`src/rtl/instr_encoder_loader.sv`:
```
// instr_encoder_loader: encodes R/LD/SD/BEQ requests (i_kind,i_rd,i_rs1,i_rs2,i_funct3,i_funct7,i_imm via i_in_valid/o_in_ready) and writes them to imem (o_mem_we/o_mem_addr/o_mem_wdata) per i_start/i_finish session with o_count/o_full/o_done
module instr_encoder_loader #(
  parameter int ADDR_W = 32,
  parameter int DEPTH = 64,
  localparam int CW = $clog2(DEPTH + 1)
) (
  input  logic              i_clk,
  input  logic              i_reset,
  input  logic              i_start,
  input  logic [ADDR_W-1:0] i_base_addr,
  input  logic              i_finish,
  input  logic              i_in_valid,
  output logic              o_in_ready,
  input  logic [1:0]        i_kind,
  input  logic [4:0]        i_rd,
  input  logic [4:0]        i_rs1,
  input  logic [4:0]        i_rs2,
  input  logic [2:0]        i_funct3,
  input  logic [6:0]        i_funct7,
  input  logic [11:0]       i_imm,
  output logic              o_mem_we,
  output logic [ADDR_W-1:0] o_mem_addr,
  output logic [31:0]       o_mem_wdata,
  output logic [CW-1:0]     o_count,
  output logic              o_full,
  output logic              o_done
);
  typedef enum logic [1:0] {IDLE, LOAD, FULL, DONE} state_t;
  state_t            r_state;
  logic [ADDR_W-1:0] r_base;
  logic [31:0]       w_word;
  logic              w_accept;
  assign o_in_ready = r_state == LOAD;
  assign w_accept = i_in_valid && o_in_ready;
  always_comb begin
    w_word = i_kind == 2'b00 ? {i_funct7, i_rs2, i_rs1, i_funct3, i_rd, 7'b0110011} :
             i_kind == 2'b01 ? {i_imm, i_rs1, 3'b011, i_rd, 7'b0000011} :
             i_kind == 2'b10 ? {i_imm[11:5], i_rs2, i_rs1, 3'b011, i_imm[4:0], 7'b0100011} :
                               {i_imm[11], i_imm[9:4], i_rs2, i_rs1, 3'b000, i_imm[3:0], i_imm[10], 7'b1100111};
  end
  always_ff @(posedge i_clk or posedge i_reset) begin
    if (i_reset) begin
      r_state <= IDLE;
      r_base <= '0;
      o_mem_we <= 1'b0;
      o_mem_addr <= '0;
      o_mem_wdata <= '0;
      o_count <= '0;
      o_full <= 1'b0;
      o_done <= 1'b0;
    end else begin
      o_mem_we <= w_accept;
      if (w_accept) begin
        o_mem_wdata <= w_word;
        o_mem_addr <= r_base + (ADDR_W'(o_count) << 2);
      end
      if (i_start) begin
        r_state <= LOAD;
        r_base <= i_base_addr & ~ADDR_W'(3);
        o_count <= '0;
        o_full <= 1'b0;
        o_done <= 1'b0;
      end else if (r_state == LOAD || r_state == FULL) begin
        if (w_accept) begin
          o_count <= o_count + CW'(1);
          if (o_count == CW'(DEPTH - 1)) begin
            o_full <= 1'b1;
            r_state <= FULL;
          end
        end
        if (i_finish) begin
          r_state <= DONE;
          o_done <= 1'b1;
        end
      end
    end
  end
endmodule

```
`config.mk`:
```
export PLATFORM = sky130hd
export DESIGN_NAME = instr_encoder_loader
export DESIGN_NICKNAME = d
export VERILOG_FILES = /design/src/rtl/instr_encoder_loader.sv
export SDC_FILE = /design/constraint.sdc
export NUM_CORES = 1
export LEC_CHECK = 0
export CAP_MARGIN = 40
export CORE_ASPECT_RATIO = 1.75
export CORE_UTILIZATION = 53
export CTS_BUF_LIST = sky130_fd_sc_hd__clkbuf_8
export DETAILED_ROUTE_END_ITERATION = 10
export PLACE_DENSITY = 0.88
export SYNTH_ARGS = -nofsm -noshare
export SYNTH_HDL_FRONTEND = slang
export SYNTH_SLANG_ARGS = --single-unit
```
`constraint.sdc`:
```
create_clock -name i_clk -period 6.1 [get_ports i_clk]
set_clock_uncertainty 0.1 [all_clocks]
set_input_delay 1.22 -clock i_clk [delete_from_list [all_inputs] [get_ports i_clk]]
set_output_delay 1.22 -clock i_clk [all_outputs]
set_load 0.1 [all_outputs]
```
======== After elaboration in Yosys (flattened, before gate mapping) ========
Cells that the tools add are included.
word-level totals
  register bits after elaboration ......... 106
  input bits .............................. 76
  output and inout bits ................... 75
  word-level logic and storage cells ...... 46
operators by class
  add/sub/neg operators ................... 2
  equality and inequality tests ........... 5
  mux-type cells .......................... 18
  reduce and logical (&&, ||, !) cells .... 13
operators with widths
  kind                                                              number
  31-bit two-way mux                                                2
  32-bit by 9-bit adder with 32-bit output                          1
  32-bit two-way mux                                                1
  7-bit two-way mux                                                 3
  2-bit two-way mux                                                 5
  2-bit nonzero test                                                4
  7-bit by 1-bit adder with 7-bit output (second input constant)    1
  7-bit by 6-bit == test with 1-bit output (second input constant)  1
  1-bit two-way mux                                                 7
  3-bit AND reduction                                               2
  3-bit nonzero test                                                2
  2-bit by 1-bit == test with 1-bit output (second input constant)  2
  2-bit == test (second input constant)                             2
  2-bit AND reduction                                               2
  2-bit logical NOT                                                 1
  1-bit logical AND                                                 1
  1-bit logical OR                                                  1

======== Logic depth before layout (Yosys ltp) ========
  depth in word-level cells ............... 6
  mapped depth ............................ 10
  depth with buffers taken out ............ 8

======== Worst setup path before layout ========
No wires, ideal clock.
  path kind ............................... register to register
  start point ............................. register o_count[0]
  end point ............................... register o_mem_addr[22]
  library setup time ...................... 141 ps
  arrival ................................. 2925 ps
  required time ........................... 5859 ps
  path slack .............................. 2934 ps
  cell stages (with the launch flop) ...... 11
  buffers on the path ..................... 2
  period minus slack after synthesis ...... 3166 ps
  cell sequence ........................... dfrtp_1 > ha_1 > inv_1 > fa_1 > nor2b_1 > o2111ai_1 > and4b_1 > clkbuf_1 > clkbuf_1 > o41ai_1 > a31oi_1
between the ends
  longest elaborated chain between the ends .. 1
RTL lines
  item                                      RTL line  text
  start, declared                           24        output logic [CW-1:0] o_count,
  start signal, assigned                    65        o_count <= o_count + CW'(1);
  32-bit by 9-bit adder with 32-bit output  55        o_mem_addr <= r_base + (ADDR_W'(o_count) << 2);
  end signal, assigned                      55
  end, declared                             22        output logic [ADDR_W-1:0] o_mem_addr,
No other way between the ends.
A chain may end at the register's enable or synchronous reset.

======== Worst setup path after layout ========
  start point ............................. input port i_kind[0]
  end point ............................... register o_mem_wdata[22]
between the ends
  longest elaborated chain between the ends .. 3
  elaborated cells on any way between the ends .. 4
  those cells by class .................... eq/ne (1); mux (2); reduce/logical (1)
RTL lines
  item                                      RTL line  text
  start, declared                           14        input logic [1:0] i_kind,
  2-bit by 1-bit == test with 1-bit output  37        i_kind == 2'b01 ? {i_imm, i_rs1, 3'b011, i_rd, 7'b0000011} :
  31-bit two-way mux                        37
  32-bit two-way mux (*)                    36        w_word = i_kind == 2'b00 ? {i_funct7, i_rs2, i_rs1, i_funct3, i_rd, 7'b0110011} :
  end signal, assigned                      54        o_mem_wdata <= w_word;
  end, declared                             23        output logic [31:0] o_mem_wdata,
Mark *: on every way between the ends. The rest lies on a longest branch, timed or not.

==> flow_summary.json <==
{
  "status": "finished, final reports clean",
  "ctsResizeCount": 0,
  "highest_layer": "met4",
  "cts_setup_buffers": 0,
  "avgSynthCellArea_sq_um": 9.71,
  "rsz0062_at_grt": "false",
  "final_layout_size_suffix_gt1_share_pct": 17.7,
  "yosysMostFrequentCell": "dfrtp_1",
  "worst_pin_slew_ps": 860,
  "worstSkewPairLatency_ps": 370,
  "cts_hold_buf": 0,
  "antenna_left": 0,
  "crit_type": "primary input to flip-flop",
  "antenna_found_initial": 0,
  "area_growth_pct": 56.7,
  "cts_buffers": 9,
  "synth_top_cell_by_area": "dfrtp_1",
  "route.layer.met1.wl_microns": 5530,
  "htreeDepth": 3,
  "grt_first_pass_wirelength_microns": 26400,
  "drc_errors": 0,
  "wl_met3_microns": 999,
  "design_area_sq_mm": 0.00807,
  "core-area_sq_mm": 0.00947,
  "synthDistinctLibCells": 56,
  "clock_sinks": 101,
  "io_buffers": 145,
  "maxSlewHeadroom_pct": 42.4,
  "ir_worst_vdd_mv": 0.229,
  "synth_ff_type": "dfrtp_1",
  "post-dp-hpwl_microns": 12600,
  "fin_crit_sh_pct": 56.1,
  "antenna_cells": 0,
  "slew_violations": 0,
  "wl_met2_microns": 9330,
  "placed_area_sq_mm": 0.00784,
  "power_density_mw_per_mm2": 314,
  "vias": 5107,
  "netlist_top_cells_area": "dfrtp_1, nand2_1, mux2_2",
  "grt_pass1_vias": 5134,
  "cp.arrival_ps": 3520,
  "grt.overflow.total": 0,
  "ys_ff_latch": 101,
  "endpoint_kind": "flip-flop",
  "die_h_microns": 132,
  "timing.hold.ws_ps": 388,
  "maxCapViolations": 0,
  "cts_tree": "done",
  "drt_iter0_markers": 346,
  "async_flop_share_pct": 100,
  "total_power_uw": 2530,
  "min_path_type": "flip-flop to flip-flop",
  "wl_per_cell_microns": 19.5,
  "die_w_microns": 76.5,
  "required_ps": 6200,
  "tns_ps": 0,
  "p_leak_uw": 0.00340,
  "drt-total-wl_microns": 16700,
  "grt_max_degree": 54,
  "ys_warn_count": 0,
  "max_freq_mhz": 292,
  "grtUsageTotal_pct": 34.0,
  "ios": 151,
  "synth_top_area_share_pct": 49.1,
  "syn_inst": 530,
  "synth_seq_area_share_pct": 49.1,
  "synth_edf_count": 0,
  "cts-root-buf": "clkbuf_8",
  "setup_viol": 0,
  "timing_hold_violations_final": 0,
  "worstPathMaxFanout": 20,
  "clk_pin_slew_ps": 90,
  "fin_nets": 820,
  "synth_common_cells": "dfrtp_1, nand2_1, o21ai_0",
  "startpoint_type": "primary input",
  "dr.pass1.iters": 5,
  "start_util_pct": 54.4,
  "vias_per_cell": 5.97,
  "gp_congestion": 0.841,
  "num_rows": 47,
  "netlist_area_sq_mm": 0.00515,
  "fin_crit_ps": 3420,
  "floorplan.die_area_sq_mm": 0.0101,
  "clockBufferDepth": 2
}
## routing by layer
metal / vias to the layer above / track usage, %
li1: 2273 / -
met1: 2476 / 35.1
met2: 288 / 63.8
met3: 70 / 5.95
met4: 0 / 18.5
met5: - / 0
## metrics by stage
step	util (%)	setup WS [ps]	cells
5_1_grt	85.2	2560	856
2_1_floorplan	-	2130	532
3_5_place_dp	82.8	2370	840
6_report	85.2	2680	856
4_1_cts	85.2	2750	856
3_3_place_gp	69.5	2500	767
## area by class of cell
class                   count  area, sq um
well taps                 122          153
clock buffers              11          151
flip-flops and latches    101         2530
repair buffers            220         2720
fillers                   431         1400
multi-input cells         383         2390
clock inverters             5         75.1
inverters                  14         55.1
## critical path: stages
cell	delay (ps)
clkdlybuf4s50_1	620
inv_1	130
ha_1	490
nor2b_1	600
mux2i_1	310
o21ai_0	140
## state kept, by name (all words and copies together) (netlist names)
signal,count
o_done,1
o_mem_addr,30
o_count,7
o_mem_we,1
r_state,2
r_base,30
o_mem_wdata,29
o_full,1
## cells by family (layout without fill, tap and decap cells)
| kind of cell | Yosys count | in the layout | share of synthesized area [%] |
|---|---|---|---|
| compound gates | 127 | 127 | 14.8 |
| xor+xnor | 13 | 13 | 2.21 |
| fa+ha+maj | 15 | 15 | 3.79 |
| buf+inv | 48 | 250 | 4.74 |
| flops | 101 | 101 | 49.1 |
| mux | 37 | 37 | 7.83 |
| other cells | 1 | 3 | 0.0729 |
| simple gates | 188 | 188 | 17.4 |
## placed cells by master (no fill, tap or decap), types with 7 or more instances in the layout
master           Yosys  final
mux2i_1             11     11
nor2_1              32     32
inv_1               13     14
nand3_1             13     13
o21ai_0             52     52
xnor2_1              7      7
clkdlybuf4s50_1      0    144
ha_1                14     14
buf_8                0     60
a21oi_1             24     24
o31ai_1              8      8
nand2_1             88     87
buf_16               0     13
mux2_2              26     26
a31oi_1             18     18
o211ai_1             7      7
clkbuf_8             1     11
dfrtp_1            101    101
or4_1                8      8
## final timing paths
kind                                   endpoint  slack [ps]       startpoint  cells after the start
worst max-delay path            o_mem_wdata[22]        2680        i_kind[0]                      6
worst min-delay path            o_mem_wdata[17]         390  o_mem_wdata[17]                      2
worst max register to register   o_mem_addr[20]        3280       o_count[0]                      8
worst min register to register  o_mem_wdata[17]         390  o_mem_wdata[17]                      2
max in group asynchronous            o_count[0]        3610          i_reset                      3
min in group asynchronous        o_mem_addr[29]        1190          i_reset                      2
## power by group
| part | total (uW) | leakage (uW) | switching, uW | internal (uW) |
|---|---|---|---|---|
| combinational | 1230 | 0.00207 | 770 | 460 |
| sequential | 833 | 0.00121 | 75.6 | 757 |
| clock | 470 | 0.000118 | 220 | 251 |
Note: power is estimated with default switching activity, not from simulation.
